==> config.mk <==
export PLATFORM = sky130hd
export DESIGN_NAME = sdr_req_split
export DESIGN_NICKNAME = d
export VERILOG_FILES = /design/src/rtl/sdr_req_pkg.sv /design/src/rtl/sdr_addr_map.sv /design/src/rtl/sdr_req_split.sv
export SDC_FILE = /design/constraint.sdc
export NUM_CORES = 1
export LEC_CHECK = 0
export BUFFER_PORTS_ARGS = -buffer_cell sky130_fd_sc_hd__buf_2
export CAP_MARGIN = 10
export CORE_MARGIN = 8
export CORE_UTILIZATION = 40
export DETAILED_ROUTE_END_ITERATION = 16
export PLACE_DENSITY = 0.62
export SLEW_MARGIN = 25
export SYNTH_ARGS = -nofsm -noshare
export SYNTH_HDL_FRONTEND = slang
export SYNTH_SLANG_ARGS = --single-unit
==> constraint.sdc <==
create_clock -name clk -period 6.65 [get_ports clk]
set_input_delay 0.9975 -clock clk [delete_from_list [all_inputs] [get_ports clk]]
set_output_delay 0.9975 -clock clk [all_outputs]
set_load 0.02 [all_outputs]
==> src/rtl/sdr_req_pkg.sv <==
// Shared types, address-field offsets and chunk sizing for the SDRAM request generator.
package sdr_req_pkg;

  // Default geometry of the SDRAM address map.
  localparam int SDR_COL_W  = 8;
  localparam int SDR_BANK_W = 2;
  localparam int SDR_ROW_W  = 12;
  localparam int SDR_LEN_W  = 8;

  // Field offsets inside a {row, bank, col} word address, with col at the LSBs.
  localparam int COL_LSB  = 0;
  localparam int BANK_LSB = SDR_COL_W;
  localparam int ROW_LSB  = SDR_COL_W + SDR_BANK_W;

  // Request-generator state; the encoding is exported for coverage sampling.
  typedef enum logic [1:0] {
    IDLE  = 2'd0,
    SPLIT = 2'd1,
    ISSUE = 2'd2
  } req_st_e;

  // Words that can be issued before hitting the end of the current page:
  // min(remaining, 2^col_w - col).
  function automatic int unsigned chunk_len(input int unsigned remaining,
                                            input int unsigned col,
                                            input int unsigned col_w);
    int unsigned room;
    room = (32'd1 << col_w) - col;
    return (remaining < room) ? remaining : room;
  endfunction

endpackage

==> src/rtl/sdr_addr_map.sv <==
// Field slicing of a {row, bank, col} word address and the address-advance adder.
// A column carry ripples into the bank, a bank carry into the row, and the
// all-ones address wraps to zero.
module sdr_addr_map
  import sdr_req_pkg::*;
#(
  parameter int COL_W  = SDR_COL_W,
  parameter int BANK_W = SDR_BANK_W,
  parameter int ROW_W  = SDR_ROW_W,
  parameter int LEN_W  = SDR_LEN_W,
  parameter int C_LSB  = COL_LSB,
  parameter int B_LSB  = BANK_LSB,
  parameter int R_LSB  = ROW_LSB,
  localparam int APP_AW = ROW_W + BANK_W + COL_W
) (
  input  logic [APP_AW-1:0] addr_i,
  input  logic [LEN_W-1:0]  inc_i,
  output logic [ROW_W-1:0]  row_o,
  output logic [BANK_W-1:0] bank_o,
  output logic [COL_W-1:0]  col_o,
  output logic [APP_AW-1:0] addr_next_o
);

  assign col_o  = addr_i[C_LSB +: COL_W];
  assign bank_o = addr_i[B_LSB +: BANK_W];
  assign row_o  = addr_i[R_LSB +: ROW_W];

  // Plain binary add over the packed address gives the col->bank->row carry
  // chain, and truncation to APP_AW bits provides the wrap.
  assign addr_next_o = addr_i + APP_AW'(inc_i);

endmodule

==> src/rtl/sdr_req_split.sv <==
// SDRAM request generator: accepts one application burst and splits it into
// page-bounded bank requests for transfer control. All outputs are registered.
module sdr_req_split
  import sdr_req_pkg::*;
#(
  parameter int COL_W  = SDR_COL_W,
  parameter int BANK_W = SDR_BANK_W,
  parameter int ROW_W  = SDR_ROW_W,
  parameter int LEN_W  = SDR_LEN_W,
  localparam int APP_AW = ROW_W + BANK_W + COL_W
) (
  input  logic              clk,
  input  logic              reset_n,
  input  logic              app_req,
  input  logic [APP_AW-1:0] app_req_addr,
  input  logic [LEN_W-1:0]  app_req_len,
  input  logic              app_req_wr_n,
  output logic              app_req_ack,
  output logic              r2b_req,
  output logic [BANK_W-1:0] r2b_ba,
  output logic [ROW_W-1:0]  r2b_raddr,
  output logic [COL_W-1:0]  r2b_caddr,
  output logic [LEN_W-1:0]  r2b_len,
  output logic              r2b_write,
  output logic              r2b_last,
  input  logic              b2r_ack,
  output logic [1:0]        req_st
);

  req_st_e             state_q, state_d;
  logic [APP_AW-1:0]   addr_q, addr_d;      // address of the next chunk
  logic [LEN_W-1:0]    rem_q, rem_d;        // words still to be issued
  logic                wr_q, wr_d;          // direction of the accepted burst
  logic                ack_q, ack_d;
  logic                req_q, req_d;
  logic [BANK_W-1:0]   ba_q, ba_d;
  logic [ROW_W-1:0]    row_q, row_d;
  logic [COL_W-1:0]    col_q, col_d;
  logic [LEN_W-1:0]    len_q, len_d;
  logic                write_q, write_d;
  logic                last_q, last_d;

  logic [ROW_W-1:0]    map_row;
  logic [BANK_W-1:0]   map_bank;
  logic [COL_W-1:0]    map_col;
  logic [APP_AW-1:0]   addr_adv;
  logic [LEN_W-1:0]    chunk;

  // The advance adder always steps by the chunk currently on the bank port.
  sdr_addr_map #(
    .COL_W  (COL_W),
    .BANK_W (BANK_W),
    .ROW_W  (ROW_W),
    .LEN_W  (LEN_W),
    .C_LSB  (0),
    .B_LSB  (COL_W),
    .R_LSB  (COL_W + BANK_W)
  ) u_addr_map (
    .addr_i      (addr_q),
    .inc_i       (len_q),
    .row_o       (map_row),
    .bank_o      (map_bank),
    .col_o       (map_col),
    .addr_next_o (addr_adv)
  );

  // Chunk never exceeds the remaining length, so it always fits in LEN_W.
  assign chunk = LEN_W'(chunk_len(32'(rem_q), 32'(map_col), COL_W));

  // Next-state and output decode; everything defaults to holding its value,
  // except the accept pulse which defaults low.
  always_comb begin
    state_d = state_q;
    addr_d  = addr_q;
    rem_d   = rem_q;
    wr_d    = wr_q;
    ack_d   = 1'b0;
    req_d   = req_q;
    ba_d    = ba_q;
    row_d   = row_q;
    col_d   = col_q;
    len_d   = len_q;
    write_d = write_q;
    last_d  = last_q;

    case (state_q)
      IDLE: begin
        if (app_req) begin
          ack_d = 1'b1;
          // A zero-length request is acknowledged but produces no chunks.
          if (app_req_len != '0) begin
            addr_d  = app_req_addr;
            rem_d   = app_req_len;
            wr_d    = ~app_req_wr_n;
            state_d = SPLIT;
          end
        end
      end

      SPLIT: begin
        ba_d    = map_bank;
        row_d   = map_row;
        col_d   = map_col;
        len_d   = chunk;
        write_d = wr_q;
        last_d  = (chunk == rem_q);
        req_d   = 1'b1;
        state_d = ISSUE;
      end

      ISSUE: begin
        // Bank port is held untouched until transfer control takes the chunk.
        if (b2r_ack && req_q) begin
          rem_d   = rem_q - len_q;
          addr_d  = addr_adv;
          req_d   = 1'b0;
          state_d = last_q ? IDLE : SPLIT;
        end
      end

      default: begin
        req_d   = 1'b0;
        state_d = IDLE;
      end
    endcase
  end

  // State and output registers; reset drops any burst in flight.
  always_ff @(posedge clk or negedge reset_n) begin
    if (!reset_n) begin
      state_q <= IDLE;
      addr_q  <= '0;
      rem_q   <= '0;
      wr_q    <= 1'b0;
      ack_q   <= 1'b0;
      req_q   <= 1'b0;
      ba_q    <= '0;
      row_q   <= '0;
      col_q   <= '0;
      len_q   <= '0;
      write_q <= 1'b0;
      last_q  <= 1'b0;
    end else begin
      state_q <= state_d;
      addr_q  <= addr_d;
      rem_q   <= rem_d;
      wr_q    <= wr_d;
      ack_q   <= ack_d;
      req_q   <= req_d;
      ba_q    <= ba_d;
      row_q   <= row_d;
      col_q   <= col_d;
      len_q   <= len_d;
      write_q <= write_d;
      last_q  <= last_d;
    end
  end

  assign app_req_ack = ack_q;
  assign r2b_req     = req_q;
  assign r2b_ba      = ba_q;
  assign r2b_raddr   = row_q;
  assign r2b_caddr   = col_q;
  assign r2b_len     = len_q;
  assign r2b_write   = write_q;
  assign r2b_last    = last_q;
  assign req_st      = state_q;

endmodule

==> results of run 1 <==
[flip-flops by register name, indices dropped and copies added (netlist names)]
signal and flops:
addr_q 22, r2b_len 8, r2b_last 1, r2b_raddr 12, r2b_ba 2, app_req_ack 1, r2b_write 1, wr_q 1
r2b_req 1, req_st 2, rem_q 8, r2b_caddr 8
[layer usage]
metal  up-vias  wire, µm  track usage
met2       108      5460        0.269
met3        15       733       0.0329
met1      1823      5600        0.235
met5         -         0            0
li1       1900         -            -
met4         0       220       0.0757
[worst register-to-register path, stage by stage (launching register included)]
cell and delay (ps):
dfrtp_1 470, or3_4 430, nor3_1 210, xnor2_1 230, inv_1 80, ha_1 310, and3_1 170, o211ai_1 100
o21ai_1 280, o21ai_0 220, or3_1 340, a41oi_1 180
[power groups by stage]
stage,sequential [mW],combinational (mW),clock [mW]
after floorplan,0.918,1.34,0
after global placement,0.867,1.84,0
after detailed placement,0.875,1.88,0
after CTS,0.868,1.89,0.358
after global routing,0.907,2.14,0.373
final,0.868,1.89,0.353
[worst max path at each step]
stage | cells past startpoint | endpoint | slack [ps] | start
after floorplan | 11 | r2b_len[6]$_DFFE_PN0P_ | 3890 | addr_q[2]$_DFFE_PN0P_
after global placement | 7 | addr_q[11]$_DFFE_PN0P_ | 3470 | app_req_len[2]
after detailed placement | 7 | addr_q[11]$_DFFE_PN0P_ | 3410 | app_req_len[2]
after CTS | 11 | r2b_len[6]$_DFFE_PN0P_ | 3570 | addr_q[2]$_DFFE_PN0P_
after global routing | 11 | r2b_len[6]$_DFFE_PN0P_ | 3210 | addr_q[2]$_DFFE_PN0P_
final | 11 | r2b_len[6]$_DFFE_PN0P_ | 3560 | addr_q[2]$_DFFE_PN0P_
[synth_stat cells (5+ instances only)]
master,n
a211oi_1,8
a21o_1,5
a21oi_1,25
a31oi_1,9
and3_1,7
buf_2,6
clkbuf_1,15
dfrtp_1,67
ha_1,23
inv_1,23
mux2i_1,8
nand2_1,106
nand2b_1,5
nand3_1,16
nand4_1,8
nor2_1,35
nor2b_1,8
nor3_1,12
o211ai_1,6
o21ai_0,11
o21ai_1,11
xnor2_1,11
xor2_1,9
[stage by stage]
step / power [mW] / worst slack [ps] / utilization / area (µm²)
5_1_grt: 3.42 / 3210 / 0.464 / 4970
3_5_place_dp: 2.76 / 3410 / 0.446 / 4770
2_1_floorplan: 2.26 / 3890 / - / 4310
6_report: 3.11 / 3560 / 0.464 / 4970
3_3_place_gp: 2.70 / 3470 / 0.446 / 4770
4_1_cts: 3.12 / 3570 / 0.464 / 4970
[cells by family (layout without fill, tap and decap cells)]
group,count (synthesis),after routing,share of synthesized area
and+or+nand+nor,221,221,0.245
AOI/OAI and AO/OA,112,112,0.183
DFF,67,67,0.389
buffers and inverters,48,115,0.0479
adders and majority gates,25,25,0.0760
xor gates and xnor gates,20,20,0.0406
muxes,8,8,0.0186
[final cells by class]
| type | instances | area (µm²) | share of cell area |
|---|---|---|---|
| well taps | 140 | 175 | 0.0353 |
| inverters | 23 | 86.3 | 0.0174 |
| flip-flops and latches | 67 | 1680 | 0.338 |
| clock buffers | 9 | 124 | 0.0249 |
| repair buffers | 76 | 395 | 0.0796 |
| multi-input cells | 386 | 2430 | 0.490 |
| clock inverters | 7 | 76.3 | 0.0154 |
[layout by cell type (no fill, tap or decap), drive strengths merged, types with 3 or more instances in the layout]
cell    netlist  routed
nor3b         4       4
buf          10      76
a21o          5       5
mux2i         8       8
o211ai        7       7
nand2       107     107
or3           4       4
nor3         12      12
nand4         8       8
or4           4       4
inv          23      24
xor2          9       9
xnor2        11      11
and3          7       7
ha           23      23
o22ai         4       4
a221oi        3       3
o21a          5       5
nand2b        5       5
nand3b        4       4
nor2         37      37
a31oi         9       9
clkbuf       15       9
a211oi        8       8
clkinv        0       3
dfrtp        67      67
a21oi        25      25
o22a          3       3
nor2b         8       8
o21ai        24      24
nand3        16      16
==> run metrics, run 1 <==
Yosys top cell by area=dfrtp_1; clock share of power=0.113; WP data arrival=3360 ps; first-iteration detailed-routing DRC count=162; Int Pwr=1.53 mW; DR DRC count=0; CP cell instances=or3_4, nor3_1, xnor2_1, inv_1, ha_1, and3_1, o211ai_1, o21ai_1, o21ai_0, or3_1, a41oi_1; num ports=71; # Post-CTS Setup Buffers=0; global-route wire length before repair=20.4 mm; Critical R2R Capture=r2b_len[6]$_DFFE_PN0P_; Layout area overhead=15.1%; Routed WL per cell=17.0 µm; largest net degree at the start of global routing=68; dpl hpwl=8.73 mm; Leak Pwr=2.34 nW; Synth top area share=0.389; CTS root buf=clkbuf_8; initial cell density of the core=0.403; total grt overflow=0; asr flop ratio synth=1.00; Slew Limit Headroom=0.390; crit path buf inv count=1; post-synthesis sequential area ratio=0.389; reg2reg start=addr_q[2]$_DFFE_PN0P_; sequential cell fraction of total power=0.279; Slew Limit Fails=0; # setup viols final=0; Final period util=0.465; Synth cell types=65; top_reg_cell synth=dfrtp_1; CP max-delay cell=dfrtp_1; min-delay src=r2b_raddr[0]$_DFFE_PN0P_; RSZ-0062 raised after global routing=no; Worst-path clk slew=80 ps; CTS Buf Count=9; clock latency on the worst-skew pair=360 ps; VDD IR-drop max=0.181 mV; core area=10700 µm²; crit end category=flip-flop; final number of hold-violating endpoints=0; WL final=12.0 mm; Die X=120 µm; clk_skew=12.7 ps; Fin Setup TNS=0 ps; synthesized flop and latch total=67; fmax=324 MHz; synthesized area=4310 µm²; power share of the combinational group=0.607; TritonCTS clock tree=yes; final worst path period need=3090 ps; reg-to-reg setup timing slack=3560 ps; share of cells above drive strength 1=0.192; Cells after Synth=501; Vias=3846; WHS=473 ps; port bufs=70; Rows=38; all-layer global routing usage=0.175; Syn Area/Cell=8.61 µm²; Post-synth EDFFs=0; post-CTS sizing=0; initial antenna violation count=0; slew at the pin with the worst max-slew slack=916 ps; Yosys warnings=0; hold depth=2; Max-cap violations=0; vias per cell=5.43; critical path's largest stage delay=470 ps; fill cell count=1076; crit path max fanout=7; worst hold path class=reg2reg; CTS Hold Bufs=0; Critical Path Start Type=flip-flop; sw power=1.58 mW; via count of the first global-routing pass=3956; Post-DRT Antenna Nets=0; Switching Share=0.509; Worst Hold End=r2b_raddr[0]$_DFFE_PN0P_; Syn Nets=561; Ant. Diodes=0; Final #Nets=623; H-tree levels=3; Chip Height=120 µm; Cell Count Post-Placement=692; Final GP Congestion=0.837; total die area=14400 µm²; Bufs on Longest Clock Path=2; clock sink total=67; pwr dens=626 nW/µm²; outcome=finished, final reports clean; cell family with the largest share of critical-path delay=simple AND/OR/NAND/NOR gates; Setup CP Type=reg2reg; Reg2Reg Depth=11; top post-synthesis cells by area=dfrtp_1, nand2_1, ha_1; WP data required=6920 ps; drt pass-1 iters=4; Finished Layout Cells=708
(Power assumes the default switching activity.)
==> inputs of run 2 (changes only) <==
--- a/config.mk
+++ b/config.mk
@@ -10,7 +10,7 @@
 export CORE_MARGIN = 8
 export CORE_UTILIZATION = 40
 export DETAILED_ROUTE_END_ITERATION = 16
-export PLACE_DENSITY = 0.62
+export PLACE_DENSITY = 0.64
 export SLEW_MARGIN = 25
 export SYNTH_ARGS = -nofsm -noshare
 export SYNTH_HDL_FRONTEND = slang
==> constraint.sdc (replaced) <==
create_clock -name clk -period 2.6 [get_ports clk]
set_input_delay 0.39 -clock clk [delete_from_list [all_inputs] [get_ports clk]]
set_output_delay 0.39 -clock clk [all_outputs]
set_load 0.02 [all_outputs]
==> run metrics, run 2 (synthesized netlist as in run 1, its figures left out) <==
outcome=finished with violations; violated checks=setup timing; clock share of power=0.104 (-0.009); first-iteration detailed-routing DRC count=308 (+90%); Ant. Diodes=0 (unchanged); TritonCTS clock tree=yes; via count of the first global-routing pass=3916 (-1.0%); Routed WL per cell=16.9 µm (-0.31%); core area=10700 µm² (unchanged); Post-DRT Antenna Nets=0 (unchanged); Slew Limit Headroom=0.630 (+0.240); met3 usage=0.0296 (-0.00329); global-route wire length before repair=20.3 mm (-0.24%); reg-to-reg setup timing slack=-90 ps (-3650 ps); share of cells above drive strength 1=0.251 (+0.0594); fmax=372 MHz (+15%); clock sink total=67 (unchanged); Cell Count Post-Placement=717 (+3.6%); Final #Nets=652 (+4.7%); register area=1680 µm² (unchanged); dpl hpwl=9.22 mm (+5.6%); WP data required=2850 ps (-4070 ps); final worst path period need=2690 ps (-405 ps); most frequent cells in the layout=nand2_1, buf_2, dfrtp_1; total grt overflow=0 (unchanged); Place WS=-53.2 ps (-3460 ps); crit path max fanout=4 (-3); H-tree levels=3 (unchanged); DR DRC count=0 (unchanged); Final Core Density=0.494 (+0.0301); Bufs on Longest Clock Path=2 (unchanged); Slew Limit Fails=0 (unchanged); vias per cell=5.48 (+0.84%); Leak Pwr=2.51 nW (+7.0%); VDD IR-drop max=0.486 mV (+170%); worst hold path class=in2async; sw power=4.25 mW (+170%); max reg flops=22 (unchanged); Max-cap violations=0 (unchanged); Critical Path Start Type=flip-flop; fill cell count=1045 (-2.9%); Die X=120 µm (unchanged); WL final=12.5 mm (+3.8%); port bufs=70 (unchanged); Switching Share=0.495 (-0.0146); crit end category=flip-flop; initial cell density of the core=0.403 (unchanged); power share of the combinational group=0.647 (+0.040); busiest grt layer=met2; WP data arrival=2940 ps (-420 ps); final number of hold-violating endpoints=0 (unchanged); clk_skew=18.0 ps (+5.26 ps); Reg with most FFs=addr_q; Finished Layout Cells=737 (+4.1%); pwr dens=1620 nW/µm² (+160%); Total Power=8.59 mW (+180%); clock latency on the worst-skew pair=350 ps (about the same); final setup margin=-86.0 ps (-3650 ps); RSZ-0062 raised after global routing=yes; Fin Setup TNS=-211 ps (-211 ps); most common cell after layout, fill and taps aside=nand2_1; slew at the pin with the worst max-slew slack=555 ps (-361 ps); CTS Buf Count=9 (unchanged); Rows=38 (unchanged); CTS root buf=clkbuf_8; # setup viols final=4 (+4); met2 usage=0.273 (+0.00419); Chip Height=120 µm (unchanged); Int Pwr=4.34 mW (+180%); initial antenna violation count=0 (unchanged); GR Layer Usage met1=0.232 (-0.00272); Final period util=1.03 (+0.568); Worst-path clk slew=90 ps (about the same); sequential cell fraction of total power=0.249 (-0.030); drt pass-1 iters=5 (+1); CTS Hold Bufs=0 (unchanged); total die area=14400 µm² (unchanged); Vias=4037 (+5.0%); multi-input logic area=2540 µm² (+4.5%); largest net degree at the start of global routing=37 (-46%); num ports=71 (unchanged); Layout area overhead=22.6%; Final GP Congestion=0.858 (+2.5%); Setup CP Type=reg2reg; all-layer global routing usage=0.172 (-0.00250)
## run 2: final timing paths
| path | start | end | depth (start not counted) |
|---|---|---|---|
| max | addr_q[4]$_DFFE_PN0P_ | r2b_len[6]$_DFFE_PN0P_ | 11 |
| min | reset_n | r2b_raddr[10]$_DFFE_PN0P_ | 1 |
| max reg2reg | addr_q[4]$_DFFE_PN0P_ | r2b_len[6]$_DFFE_PN0P_ | 11 |
| min reg2reg | r2b_raddr[0]$_DFFE_PN0P_ | r2b_raddr[0]$_DFFE_PN0P_ | 2 |
| max in group asynchronous | reset_n | req_st[1]$_DFFE_PN0P_ | 2 |
| min in group clk | app_req_wr_n | wr_q$_DFFE_PN0P_ | 2 |
## run 2: metrics by stage
step	cell area (µm²)	hold WS, ps
floorplan	4320	94.4
global placement	4960	400
detailed placement	4960	411
CTS	5200	32.1
global route	5290	70.1
finish	5290	22.8
## run 2: cell type report
| type | instances | area share |
|---|---|---|
| multi-input cells | 387 | 0.481 |
| clock buffers | 10 | 0.0260 |
| flip-flops and latches | 67 | 0.317 |
| well taps | 140 | 0.0331 |
| clock inverters | 6 | 0.0123 |
| repair buffers | 104 | 0.115 |
| inverters | 23 | 0.0163 |
## run 2: power by group through the flow
stage	clock network [mW]	registers [mW]	logic, mW
2_1_floorplan	0	2.35	3.45
3_3_place_gp	0	2.12	5.06
3_5_place_dp	0	2.14	5.18
4_1_cts	0.907	2.13	5.28
5_1_grt	0.943	2.22	6.14
6_report	0.895	2.14	5.55
## run 2: routing by layer
metal / share of wire / vias up
li1: - / 1953
met1: 0.46 / 1937
met2: 0.47 / 131
met3: 0.059 / 16
met4: 0.016 / 0
met5: 0 / -
## run 2: critical path, cell delays in order, from the launching register on
cell and delay, ps:
dfrtp_1 380, or3_4 430, nor3_4 170, xnor2_2 140
inv_1 90, ha_4 280, and3_1 140, o211ai_1 100
o21ai_2 250, o21ai_2 120, or3_1 330, a41oi_2 160
## run 2: repair_timing
| item | in CTS | in global routing |
|---|---|---|
| gates resized for setup | 5 | 9 |
| endpoints found under the hold margin | 0 | 0 |
| setup buffers | 0 | 3 |
| gates cloned | 0 | 1 |
| setup endpoints to repair | 5 | 15 |
| pin swaps | 2 | 2 |
